$ cat config.mk
export PLATFORM = sky130hd
export DESIGN_NAME = core_reset_ctrl
export DESIGN_NICKNAME = d
export VERILOG_FILES = /design/src/rtl/core_reset_ctrl.sv
export SDC_FILE = /design/constraint.sdc
export NUM_CORES = 1
export LEC_CHECK = 0
export BUFFER_PORTS_ARGS = -buffer_cell sky130_fd_sc_hd__buf_2
export CAP_MARGIN = 20
export CORE_MARGIN = 1
export CORE_UTILIZATION = 34
export DETAILED_ROUTE_END_ITERATION = 8
export PLACE_DENSITY = 0.63
export RECOVER_POWER = 25
export SETUP_SLACK_MARGIN = 0.4
export SLEW_MARGIN = 20
export SYNTH_ARGS = -nofsm -noshare
export SYNTH_HDL_FRONTEND = slang
export SYNTH_SLANG_ARGS = --single-unit
$ cat constraint.sdc
create_clock -name clk_sys -period 2.4 [get_ports clk_sys]
set_clock_uncertainty 0.15 [all_clocks]
set_input_delay 0.48 -clock clk_sys [delete_from_list [all_inputs] [get_ports clk_sys]]
set_output_delay 0.48 -clock clk_sys [all_outputs]
set_load 0.01 [all_outputs]
$ cat src/rtl/core_reset_ctrl.sv
// Reset and ROM-load sequencer for arcade cores: tracks loaded ioctl slots,
// stretches core_reset after all sources clear, and hosts reset-cleared toggles.
module core_reset_ctrl #(
    parameter int                 NUM_IDX     = 2,
    parameter logic [NUM_IDX-1:0] REQ_MASK    = 2'b01,
    parameter int                 HOLD_CYCLES = 1024,
    parameter int                 NUM_TOGGLE  = 1
) (
    input  logic                  clk_sys,
    input  logic                  reset,
    input  logic                  osd_reset,
    input  logic                  button_reset,
    input  logic                  pll_locked,
    input  logic                  ioctl_downl,
    input  logic [7:0]            ioctl_index,
    input  logic                  ioctl_wr,
    input  logic [NUM_TOGGLE-1:0] toggle_btn,
    output logic                  core_reset,
    output logic                  rom_loaded,
    output logic [NUM_IDX-1:0]    loaded_mask,
    output logic [NUM_TOGGLE-1:0] toggle_state
);

    localparam int CW = (HOLD_CYCLES < 1) ? 1 : $clog2(HOLD_CYCLES + 1);
    localparam logic [CW-1:0] HOLD_V = CW'(HOLD_CYCLES);

    logic                  dl_d;
    logic                  wr_seen;
    logic [7:0]            cur_idx;
    logic [NUM_IDX-1:0]    idx_hit;
    logic                  dl_rise;
    logic                  dl_fall;
    logic                  raw;
    logic [CW-1:0]         cnt;
    logic [NUM_TOGGLE-1:0] btn_d;

    assign dl_rise = ioctl_downl & ~dl_d;
    assign dl_fall = dl_d & ~ioctl_downl;

    // One-hot slot select; indices at or beyond NUM_IDX decode to nothing.
    always_comb begin
        idx_hit = '0;
        for (int i = 0; i < NUM_IDX; i++) begin
            if (cur_idx == 8'(i)) begin
                idx_hit[i] = 1'b1;
            end
        end
    end

    always_ff @(posedge clk_sys) begin
        if (reset) begin
            dl_d        <= 1'b0;
            wr_seen     <= 1'b0;
            cur_idx     <= '0;
            loaded_mask <= '0;
        end else begin
            dl_d <= ioctl_downl;
            if (dl_rise) begin
                cur_idx <= ioctl_index;
                wr_seen <= ioctl_wr;
            end else if (ioctl_downl && ioctl_wr) begin
                wr_seen <= 1'b1;
            end
            // Only a download that actually wrote data marks its slot.
            if (dl_fall && wr_seen) begin
                loaded_mask <= loaded_mask | idx_hit;
            end
        end
    end

    always_ff @(posedge clk_sys) begin
        if (reset) begin
            rom_loaded <= 1'b0;
        end else begin
            rom_loaded <= &(loaded_mask | ~REQ_MASK);
        end
    end

    assign raw = osd_reset | button_reset | ~pll_locked
               | ~rom_loaded | ioctl_downl;

    // Any source reloads the full hold; countdown only runs while all are quiet.
    always_ff @(posedge clk_sys) begin
        if (reset) begin
            cnt        <= HOLD_V;
            core_reset <= 1'b1;
        end else if (raw) begin
            cnt        <= HOLD_V;
            core_reset <= 1'b1;
        end else if (cnt != '0) begin
            cnt        <= cnt - CW'(1);
            core_reset <= 1'b1;
        end else begin
            core_reset <= 1'b0;
        end
    end

    // btn_d keeps tracking under core_reset so a held button cannot flip on release.
    always_ff @(posedge clk_sys) begin
        if (reset) begin
            btn_d        <= '0;
            toggle_state <= '0;
        end else begin
            btn_d <= toggle_btn;
            if (core_reset) begin
                toggle_state <= '0;
            end else begin
                toggle_state <= toggle_state ^ (toggle_btn & ~btn_d);
            end
        end
    end

endmodule
# Word-level counts from Yosys, hierarchy flattened
# Index checks and enable logic that the tools add are counted.
dict set report totals {
  input_bits 16
  regBits 27
}
dict set report op_classes {
  n_eq_ne 1
  bitwise 14
  n_reduce_logical 7
  muxes 5
  add_sub_neg 1
}
# cell n
set ops {}
lappend ops {{$reduce_bool 11->1} 1}
lappend ops {{$sub 11x1->11 const B} 1}
lappend ops {{$eq 8x1->1 const B} 1}
lappend ops {{$logic_not 8->1} 1}
lappend ops {{$mux 1} 5}
lappend ops {{$not 1->1} 5}
lappend ops {{$or 1x1->1} 4}
lappend ops {{$reduce_or 2->1} 2}
lappend ops {{$and 1x1->1} 3}
lappend ops {{$logic_and 1x1->1} 2}
lappend ops {{$or 2x2->2} 1}
lappend ops {{$reduce_bool 2->1} 1}
lappend ops {{$xor 1x1->1} 1}

# Longest topological paths before layout
# Gate-level depths: netlist of run 1.
dict set report logic_depth {
  depth_word 5
  depth_mapped 6
  ltp_nobuf 6
}

# Least setup slack after synthesis of run 1
# OpenSTA, ideal clock, no wires.
dict set report synth_path {
  path_kind {in2reg}
  from {input port reset}
  to {register cnt[10]}
  path_slack_ns 0.710
  arrival_time_ns 1.420
  path_stages 4
  path_cell_list {nand2b_4 or4_4 buf_6 a211o_1}
}
dict set report synth_between {
  elab_chain_len 1
}
# element line_no
set synth_lines {}
lappend synth_lines {{start: declaration} 10} ;# input logic reset,
lappend synth_lines {{$reduce_or 2->1 (no line)} -}
lappend synth_lines {{end signal: assignment} 91} ;# cnt <= cnt - CW'(1);
lappend synth_lines {{end: declaration} 34} ;# logic [CW-1:0] cnt;
# Every way passes these cells.
# A chain may end at the register's enable or synchronous reset.

# Worst setup path in the final report of run 1
dict set report layout_path {
  from {register cnt[0]}
  to {register cnt[4]}
}
dict set report layout_between {
  elab_chain_len 1
}
# element line_no
set layout_lines {}
lappend layout_lines {{$sub 11x1->11 / $reduce_bool 11->1 (equally long branches)} {91, 90}}
# Several ways; a longest one is shown, not always the timed one.

==> results of run 1 <==
[logic make-up after synthesis]
group / count (synthesis) / synth area share
multiplexers: 2 / 0.0169
AND/OR/NAND/NOR: 66 / 0.320
buffers and inverters: 8 / 0.0327
adder cells (fa/ha/maj): 2 / 0.0211
AO/OA/AOI/OAI: 24 / 0.116
flip-flops: 27 / 0.456
XOR/XNOR: 5 / 0.0370
[worst paths after layout]
check / startpoint / endpoint / slack, ns / cells after the start
worst max register to register: cnt[0] / cnt[4] / 0.58 / 6
worst min register to register: core_reset / toggle_state / 0.29 / 1
worst max-delay path: cnt[0] / cnt[4] / 0.58 / 6
worst min-delay path: toggle_btn / btn_d / 0.21 / 2
[per-layer routing]
| metal | GRT usage | share of wire | vias to the layer above |
|---|---|---|---|
| met4 | 0.0390 | 0.0071 | 0 |
| met3 | 0.0399 | 0.048 | 2 |
| met1 | 0.146 | 0.45 | 452 |
| met5 | 0 | 0 | - |
| li1 | - | - | 508 |
| met2 | 0.247 | 0.50 | 19 |
[worst register-to-register path, cell delays in order (launching register included)]
cell	delay [ns]
sky130_fd_sc_hd__dfxtp_1	0.36
sky130_fd_sc_hd__inv_1	0.13
sky130_fd_sc_hd__ha_2	0.23
sky130_fd_sc_hd__or3b_2	0.49
sky130_fd_sc_hd__a31oi_1	0.19
sky130_fd_sc_hd__xnor2_1	0.14
sky130_fd_sc_hd__nor2_1	0.05
[stage by stage]
step	utilization	hold slack, ns	power (W)	instances
after global placement	0.395	0.256	0.000515	196
final	0.405	0.210	0.000709	200
after CTS	0.404	0.197	0.000721	200
after global routing	0.405	0.191	0.000750	200
after detailed placement	0.395	0.267	0.000518	196
after floorplan	-	0.286	0.000498	134
[state kept, by name (all words and copies together) (netlist names)]
| name | flops |
|---|---|
| btn_d | 1 |
| cnt | 11 |
| wr_seen | 1 |
| loaded_mask | 2 |
| core_reset | 1 |
| toggle_state | 1 |
| cur_idx | 8 |
| dl_d | 1 |
| rom_loaded | 1 |
[cell usage in the layout, fill, tap and decap left out, types with 2 or more instances in the layout]
cell type	count
sky130_fd_sc_hd__nor2b_1	4
sky130_fd_sc_hd__dfxtp_1	27
sky130_fd_sc_hd__nand2_1	19
sky130_fd_sc_hd__or3_1	2
sky130_fd_sc_hd__or4_1	2
sky130_fd_sc_hd__buf_2	19
sky130_fd_sc_hd__nand3_1	3
sky130_fd_sc_hd__a31oi_1	2
sky130_fd_sc_hd__inv_1	4
sky130_fd_sc_hd__o21ai_0	3
sky130_fd_sc_hd__nor3_1	4
sky130_fd_sc_hd__nor4_1	2
sky130_fd_sc_hd__xnor2_1	4
sky130_fd_sc_hd__clkbuf_4	3
sky130_fd_sc_hd__mux2i_1	2
sky130_fd_sc_hd__nand2b_1	4
sky130_fd_sc_hd__a21oi_1	14
sky130_fd_sc_hd__nor2_1	13
[power by group through the flow]
| stage | Combinational [W] | Sequential, W | Clock (W) |
|---|---|---|---|
| global route | 0.0000484 | 0.000466 | 0.000235 |
| detailed placement | 0.0000438 | 0.000474 | 0 |
| floorplan | 0.0000253 | 0.000473 | 0 |
| CTS | 0.0000438 | 0.000465 | 0.000213 |
| global placement | 0.0000417 | 0.000474 | 0 |
| finish | 0.0000426 | 0.000465 | 0.000202 |
[cell type report]
cell class	instances	area [um2]
clock inverter	1	7.51
multi-input combinational	99	611
sequential	27	541
fill	354	1980
inverter	4	15.0
tap	46	57.6
timing repair buffer	20	98.8
clock buffer	3	22.5
==> metrics.txt, run 1 <==
# TYPE chip_impl_metric gauge
chip_impl_info{name="status",value="finished clean"} 1
chip_impl_metric{name="ioPinCount",unit=""} 21
chip_impl_metric{name="drive_gt1_frac",unit=""} 0.201
chip_impl_metric{name="maximum_root_to_sink_buffer_count",unit=""} 2
chip_impl_metric{name="detail_route.first_pass.iterations",unit=""} 4
chip_impl_metric{name="dr.first_iter.drc_count",unit=""} 22
chip_impl_metric{name="p_int",unit="W"} 0.000544
chip_impl_metric{name="synth_cells",unit=""} 134
chip_impl_metric{name="cp_data_required_time",unit="ns"} 2.50
chip_impl_metric{name="drt-total-wl",unit="um"} 2250
chip_impl_metric{name="die_height",unit="um"} 61.0
chip_impl_info{name="critical_path.slowest_cell",value="sky130_fd_sc_hd__or3b_2"} 1
chip_impl_metric{name="synth_async_sr_flop_share",unit=""} 0
chip_impl_metric{name="place_congestion",unit=""} 0.829
chip_impl_metric{name="worst_slew_pin_slew",unit="ns"} 0.650
chip_impl_metric{name="layout_setup_ws",unit="ns"} 0.575
chip_impl_info{name="tritoncts_clock_tree",value="yes"} 1
chip_impl_metric{name="cts_sinks",unit=""} 27
chip_impl_metric{name="setup-violations-final",unit=""} 0
chip_impl_metric{name="power_switching",unit="W"} 0.000165
chip_impl_info{name="worst_setup_path_start_kind",value="register"} 1
chip_impl_metric{name="seq_area_frac_synth",unit=""} 0.456
chip_impl_metric{name="netSwitchingFraction",unit=""} 0.233
chip_impl_metric{name="cp.buffers_inverters",unit=""} 1
chip_impl_metric{name="place.detailed.hpwl",unit="um"} 1730
chip_impl_metric{name="ff_latch_count_synth",unit=""} 27
chip_impl_metric{name="cap_violations",unit=""} 0
chip_impl_metric{name="power.static_leakage",unit="nW"} 0.577
chip_impl_metric{name="crit_path_max_incr_delay",unit="ns"} 0.49
chip_impl_metric{name="grt_util_all_layers",unit=""} 0.133
chip_impl_metric{name="setup_total_negative_slack",unit="ns"} 0
chip_impl_metric{name="detailedPlace.worstSlack",unit="ns"} 0.464
chip_impl_metric{name="drt_drc_violations_left",unit=""} 0
chip_impl_metric{name="post_cts_hold_buffer_count",unit=""} 0
chip_impl_metric{name="number_of_antenna_diodes",unit=""} 0
chip_impl_metric{name="largest_voltage_drop_on_the_vdd_net",unit="uV"} 202
chip_impl_metric{name="drt.antenna.violating_nets",unit=""} 0
chip_impl_metric{name="rows",unit=""} 21
chip_impl_info{name="path_delay_family",value="simple AND/OR/NAND/NOR gates"} 1
chip_impl_metric{name="vias_per_inst",unit=""} 4.91
chip_impl_metric{name="clock_power_share",unit=""} 0.284
chip_impl_metric{name="gr-total-overflow",unit=""} 0
chip_impl_metric{name="max-slew-margin-rel",unit=""} 0.567
chip_impl_metric{name="total_power_per_unit_cell_area",unit="nW/um2"} 524
chip_impl_metric{name="power.share.sequential",unit=""} 0.655
chip_impl_metric{name="comb_power_share",unit=""} 0.060
chip_impl_info{name="critical_path_class",value="register to register"} 1
chip_impl_info{name="ys_top_cells_by_count",value="sky130_fd_sc_hd__dfxtp_1, sky130_fd_sc_hd__nand2_1, sky130_fd_sc_hd__a21oi_1, sky130_fd_sc_hd__nor2_1, sky130_fd_sc_hd__nor2b_1"} 1
chip_impl_metric{name="final_period_minus_worst_setup_slack",unit="ns"} 1.82
chip_impl_info{name="yosys_most_used_dff",value="sky130_fd_sc_hd__dfxtp_1"} 1
chip_impl_metric{name="insertion_delay",unit="ns"} 0.33
chip_impl_metric{name="port_buffers",unit=""} 20
chip_impl_metric{name="cts_setup_buffers",unit=""} 0
chip_impl_info{name="synthMostInstantiatedCell",value="sky130_fd_sc_hd__dfxtp_1"} 1
chip_impl_info{name="type_of_element_capturing_the_critical_path",value="register"} 1
chip_impl_metric{name="clock.fmax",unit="MHz"} 548
chip_impl_info{name="timing.critical_path.cells",value="inv_1, ha_2, or3b_2, a31oi_1, xnor2_1, nor2_1"} 1
chip_impl_metric{name="synth_nets",unit=""} 152
chip_impl_metric{name="synthesis.area_per_instance",unit="um2"} 8.84
chip_impl_metric{name="floorplan.core_area",unit="um2"} 3340
chip_impl_metric{name="post_synth_num_cell_types",unit=""} 38
chip_impl_metric{name="grt_antenna_before_repair",unit=""} 0
chip_impl_metric{name="vias",unit=""} 981
chip_impl_metric{name="drv_slew",unit=""} 0
chip_impl_info{name="rsz0062_at_grt",value="false"} 1
chip_impl_info{name="cell_type_with_the_largest_total_area_after_synthesis",value="sky130_fd_sc_hd__dfxtp_1"} 1
chip_impl_metric{name="first_global_vias",unit=""} 900
chip_impl_info{name="clock_tree.root_cell",value="sky130_fd_sc_hd__clkbuf_4"} 1
chip_impl_metric{name="post_place_cell_area",unit="um2"} 1320
chip_impl_metric{name="routed_wire_length_per_instance",unit="um"} 11.3
chip_impl_metric{name="largest_net_degree_at_the_start_of_global_routing",unit=""} 17
chip_impl_metric{name="final-hold-violation-count",unit=""} 0
chip_impl_metric{name="number_of_levels_the_h_tree_was_split_into",unit=""} 1
chip_impl_metric{name="postCtsResizedCells",unit=""} 0
chip_impl_metric{name="worst-endpoint-arrival",unit="ns"} 1.92
chip_impl_metric{name="critical_path_fanouts_max",unit=""} 4
chip_impl_metric{name="die_area",unit="um2"} 3730
chip_impl_metric{name="edff_count_synth",unit=""} 0
chip_impl_metric{name="dieWidth",unit="um"} 61.0
chip_impl_metric{name="post_synth_instance_area",unit="um2"} 1180
chip_impl_metric{name="yosysWarningCount",unit=""} 0
chip_impl_metric{name="netlist.area_leader.share",unit=""} 0.456
chip_impl_info{name="yosys-top-cells-area",value="sky130_fd_sc_hd__dfxtp_1, sky130_fd_sc_hd__nand2_1, sky130_fd_sc_hd__a21oi_1, sky130_fd_sc_hd__nor2_1, sky130_fd_sc_hd__xnor2_1"} 1
chip_impl_metric{name="initial_core_util",unit=""} 0.355
chip_impl_info{name="hold_path.class",value="primary input to register"} 1
chip_impl_metric{name="grt_first_pass_wirelength",unit="um"} 3730
chip_impl_metric{name="stdcell_area",unit="um2"} 1350
chip_impl_metric{name="clkTransAtPathRegs",unit="ns"} 0.15
chip_impl_metric{name="final_nets",unit=""} 173
chip_impl_metric{name="clock_buffer_count_from_cts",unit=""} 3
chip_impl_metric{name="synthToLayoutAreaGrowth",unit="%"} 14.2
chip_impl_metric{name="period_share",unit=""} 0.760
No activity file was read; power rests on OpenSTA's default activity.
==> run 2, diff against run 1 <==
- ABC_AREA: unset -> 1
- clock period: 2.4 -> 1.8 ns (I/O delays scaled with it)
==> run 2 against run 1 <==
Against the previous run: via count increased by 4.2%; fmax grew 25%; critical path type unchanged; clock power increased by 40%.
==> metrics.txt, run 2 <==
# TYPE chip_impl_metric gauge
chip_impl_metric{name="place_congestion",unit=""} 0.827
chip_impl_metric{name="drt-total-wl",unit="um"} 2180
chip_impl_metric{name="die_height",unit="um"} 61.8
chip_impl_metric{name="setup-violations-final",unit=""} 0
chip_impl_metric{name="grt_antenna_before_repair",unit=""} 0
chip_impl_metric{name="yosysWarningCount",unit=""} 0
chip_impl_metric{name="worst-endpoint-arrival",unit="ns"} 1.55
chip_impl_metric{name="final_core_utilization",unit=""} 0.430
chip_impl_metric{name="largest_net_degree_at_the_start_of_global_routing",unit=""} 18
chip_impl_metric{name="die_area",unit="um2"} 3820
chip_impl_info{name="cell_type_with_the_largest_total_area_after_synthesis",value="sky130_fd_sc_hd__dfxtp_1"} 1
chip_impl_metric{name="crit_path_max_incr_delay",unit="ns"} 0.35
chip_impl_metric{name="drt.antenna.violating_nets",unit=""} 0
chip_impl_info{name="critical_path_class",value="register to register"} 1
chip_impl_metric{name="detail_route.first_pass.iterations",unit=""} 4
chip_impl_metric{name="synthesis.area_per_instance",unit="um2"} 7.33
chip_impl_metric{name="vias",unit=""} 1022
chip_impl_metric{name="port_buffers",unit=""} 20
chip_impl_info{name="layout.cells.most_common_list",value="sky130_fd_sc_hd__nor2_1, sky130_fd_sc_hd__nand2_1, sky130_fd_sc_hd__inv_1, sky130_fd_sc_hd__dfxtp_1, sky130_fd_sc_hd__buf_2"} 1
chip_impl_info{name="largest_registers",value="cnt x11, cur_idx x8, loaded_mask x2"} 1
chip_impl_metric{name="dieWidth",unit="um"} 61.8
chip_impl_metric{name="synthToLayoutAreaGrowth",unit="%"} 19.8
chip_impl_metric{name="cts_sinks",unit=""} 27
chip_impl_metric{name="cap_violations",unit=""} 0
chip_impl_info{name="hold_path.class",value="primary input to register"} 1
chip_impl_info{name="clock_tree.root_cell",value="sky130_fd_sc_hd__clkbuf_4"} 1
chip_impl_info{name="rsz0062_at_grt",value="true"} 1
chip_impl_metric{name="setup_total_negative_slack",unit="ns"} 0
chip_impl_info{name="yosys-top-cells-area",value="sky130_fd_sc_hd__dfxtp_1, sky130_fd_sc_hd__nor2_1, sky130_fd_sc_hd__inv_1, sky130_fd_sc_hd__nand2_1, sky130_fd_sc_hd__nand3_1"} 1
chip_impl_metric{name="post_place_cell_area",unit="um2"} 1370
chip_impl_info{name="critical_path.slowest_cell",value="sky130_fd_sc_hd__nor2_1"} 1
chip_impl_metric{name="post_synth_num_cell_types",unit=""} 23
chip_impl_metric{name="synth_cells",unit=""} 166
chip_impl_metric{name="total_power_per_unit_cell_area",unit="nW/um2"} 663
chip_impl_metric{name="gr-total-overflow",unit=""} 0
chip_impl_metric{name="rows",unit=""} 21
chip_impl_metric{name="maximum_root_to_sink_buffer_count",unit=""} 2
chip_impl_metric{name="largest_voltage_drop_on_the_vdd_net",unit="uV"} 354
chip_impl_metric{name="stdcell_area",unit="um2"} 1460
chip_impl_metric{name="post_synth_instance_area",unit="um2"} 1220
chip_impl_metric{name="clkTransAtPathRegs",unit="ns"} 0.16
chip_impl_metric{name="ioPinCount",unit=""} 21
chip_impl_metric{name="dr.first_iter.drc_count",unit=""} 27
chip_impl_metric{name="drive_gt1_frac",unit=""} 0.305
chip_impl_metric{name="drt_drc_violations_left",unit=""} 0
chip_impl_metric{name="final-hold-violation-count",unit=""} 0
chip_impl_metric{name="clock_buffer_count_from_cts",unit=""} 3
chip_impl_metric{name="number_of_levels_the_h_tree_was_split_into",unit=""} 1
chip_impl_info{name="timing.critical_path.cells",value="nor2_1, inv_1, o21ai_0, a21oi_1"} 1
chip_impl_info{name="mostFrequentLayoutCell",value="sky130_fd_sc_hd__nor2_1"} 1
chip_impl_metric{name="grt_first_pass_wirelength",unit="um"} 3510
chip_impl_info{name="yosys_most_used_dff",value="sky130_fd_sc_hd__dfxtp_1"} 1
chip_impl_metric{name="critical_path_fanouts_max",unit=""} 10
chip_impl_metric{name="netlist.area_leader.share",unit=""} 0.444
chip_impl_info{name="largest_reg_by_ff_count",value="cnt"} 1
chip_impl_info{name="synthMostInstantiatedCell",value="sky130_fd_sc_hd__nor2_1"} 1
chip_impl_metric{name="clock.fmax",unit="MHz"} 687
chip_impl_metric{name="initial_core_util",unit=""} 0.359
chip_impl_info{name="type_of_element_capturing_the_critical_path",value="register"} 1
chip_impl_metric{name="seq_area_frac_synth",unit=""} 0.444
chip_impl_metric{name="period_share",unit=""} 0.809
chip_impl_metric{name="number_of_antenna_diodes",unit=""} 0
chip_impl_info{name="ys_top_cells_by_count",value="sky130_fd_sc_hd__nor2_1, sky130_fd_sc_hd__dfxtp_1, sky130_fd_sc_hd__inv_1, sky130_fd_sc_hd__nand2_1, sky130_fd_sc_hd__nand3_1"} 1
chip_impl_metric{name="routed_wire_length_per_instance",unit="um"} 9.25
chip_impl_metric{name="place.detailed.hpwl",unit="um"} 1680
chip_impl_metric{name="cp_data_required_time",unit="ns"} 1.89
chip_impl_metric{name="insertion_delay",unit="ns"} 0.34
chip_impl_metric{name="flip_flop_count_of_the_largest_register_after_layout",unit=""} 11
chip_impl_metric{name="ff_latch_count_synth",unit=""} 27
chip_impl_info{name="tritoncts_clock_tree",value="yes"} 1
chip_impl_metric{name="synth_async_sr_flop_share",unit=""} 0
chip_impl_metric{name="whs",unit="ns"} 0.0739
chip_impl_metric{name="worst_slew_pin_slew",unit="ns"} 0.422
chip_impl_info{name="status",value="finished clean"} 1
chip_impl_metric{name="synth_nets",unit=""} 184
chip_impl_metric{name="grt_util_all_layers",unit=""} 0.128
chip_impl_metric{name="power.static_leakage",unit="nW"} 0.747
chip_impl_metric{name="timing.reg2reg.setup_slack",unit="ns"} 0.34
chip_impl_info{name="worst_setup_path_start_kind",value="register"} 1
chip_impl_metric{name="final_nets",unit=""} 209
chip_impl_metric{name="edff_count_synth",unit=""} 0
chip_impl_metric{name="drv_slew",unit=""} 0
chip_impl_metric{name="floorplan.core_area",unit="um2"} 3390
chip_impl_metric{name="post_cts_hold_buffer_count",unit=""} 0
chip_impl_metric{name="max-slew-margin-rel",unit=""} 0.717
chip_impl_metric{name="final_period_minus_worst_setup_slack",unit="ns"} 1.46
chip_impl_metric{name="first_global_vias",unit=""} 873
chip_impl_metric{name="vias_per_inst",unit=""} 4.33
-- run 2: path summary, 6_finish.rpt --
kind	startpoint	end	cells past startpoint
max	dl_d	cur_idx[1]	4
min	toggle_btn	btn_d	3
max reg2reg	dl_d	cur_idx[1]	4
min reg2reg	loaded_mask[0]	rom_loaded	2
-- run 2: critical path, delay by kind of cell, from the launching register on --
kind,cells,cell delay (ns)
and+or+nand+nor,1,0.35
AOI/OAI and AO/OA,2,0.26
buffers and inverters,1,0.26
DFF,1,0.34
-- run 2: cell families (layout without fill, tap and decap cells) --
group	count (synthesis)	in the layout	synth area share
compound gates	16	16	0.0772
fa+ha+maj	2	2	0.0206
xor+xnor	5	5	0.0360
buf+inv	26	50	0.0823
flops	27	27	0.444
simple gates	90	90	0.339
-- run 2: area by class of cell --
cell class / instances / area, um2
Timing Repair Buffer: 21 / 113
Sequential cell: 27 / 552
Fill cell: 355 / 1930
Clock inverter: 1 / 8.76
Inverter: 25 / 95.1
Multi-Input combinational cell: 113 / 608
Clock buffer: 3 / 22.5
Tap cell: 46 / 57.6
-- run 2: routing by layer --
metal,GRT usage,vias to the layer above,wire [um]
li1,-,560,-
met1,0.161,439,1180
met2,0.203,19,901
met3,0.0269,4,65
met4,0.0730,0,40
met5,0,-,0
-- run 2: where the power goes --
| group | internal (W) | total (W) | switching [W] | leakage [nW] |
|---|---|---|---|---|
| clock network | 0.0000908 | 0.000283 | 0.000193 | 0.0183 |
| registers | 0.000614 | 0.000622 | 0.00000756 | 0.223 |
| logic | 0.0000258 | 0.0000605 | 0.0000347 | 0.506 |
| total | 0.000731 | 0.000965 | 0.000235 | 0.747 |
-- run 2: timing repair --
action | in CTS | in global routing
setup endpoints to repair | 1 | 16
buffers inserted | 0 | 1
gates resized for setup | 1 | 22
pin swaps | 0 | 3
-- run 2: through the flow --
stage / power, W / cells / setup WS (ns)
after floorplan: 0.000674 / 166 / 0.530
after global placement: 0.000700 / 231 / 0.404
after detailed placement: 0.000700 / 231 / 0.402
after global routing: 0.00101 / 236 / 0.250
after CTS: 0.000983 / 235 / 0.403
final: 0.000965 / 236 / 0.344
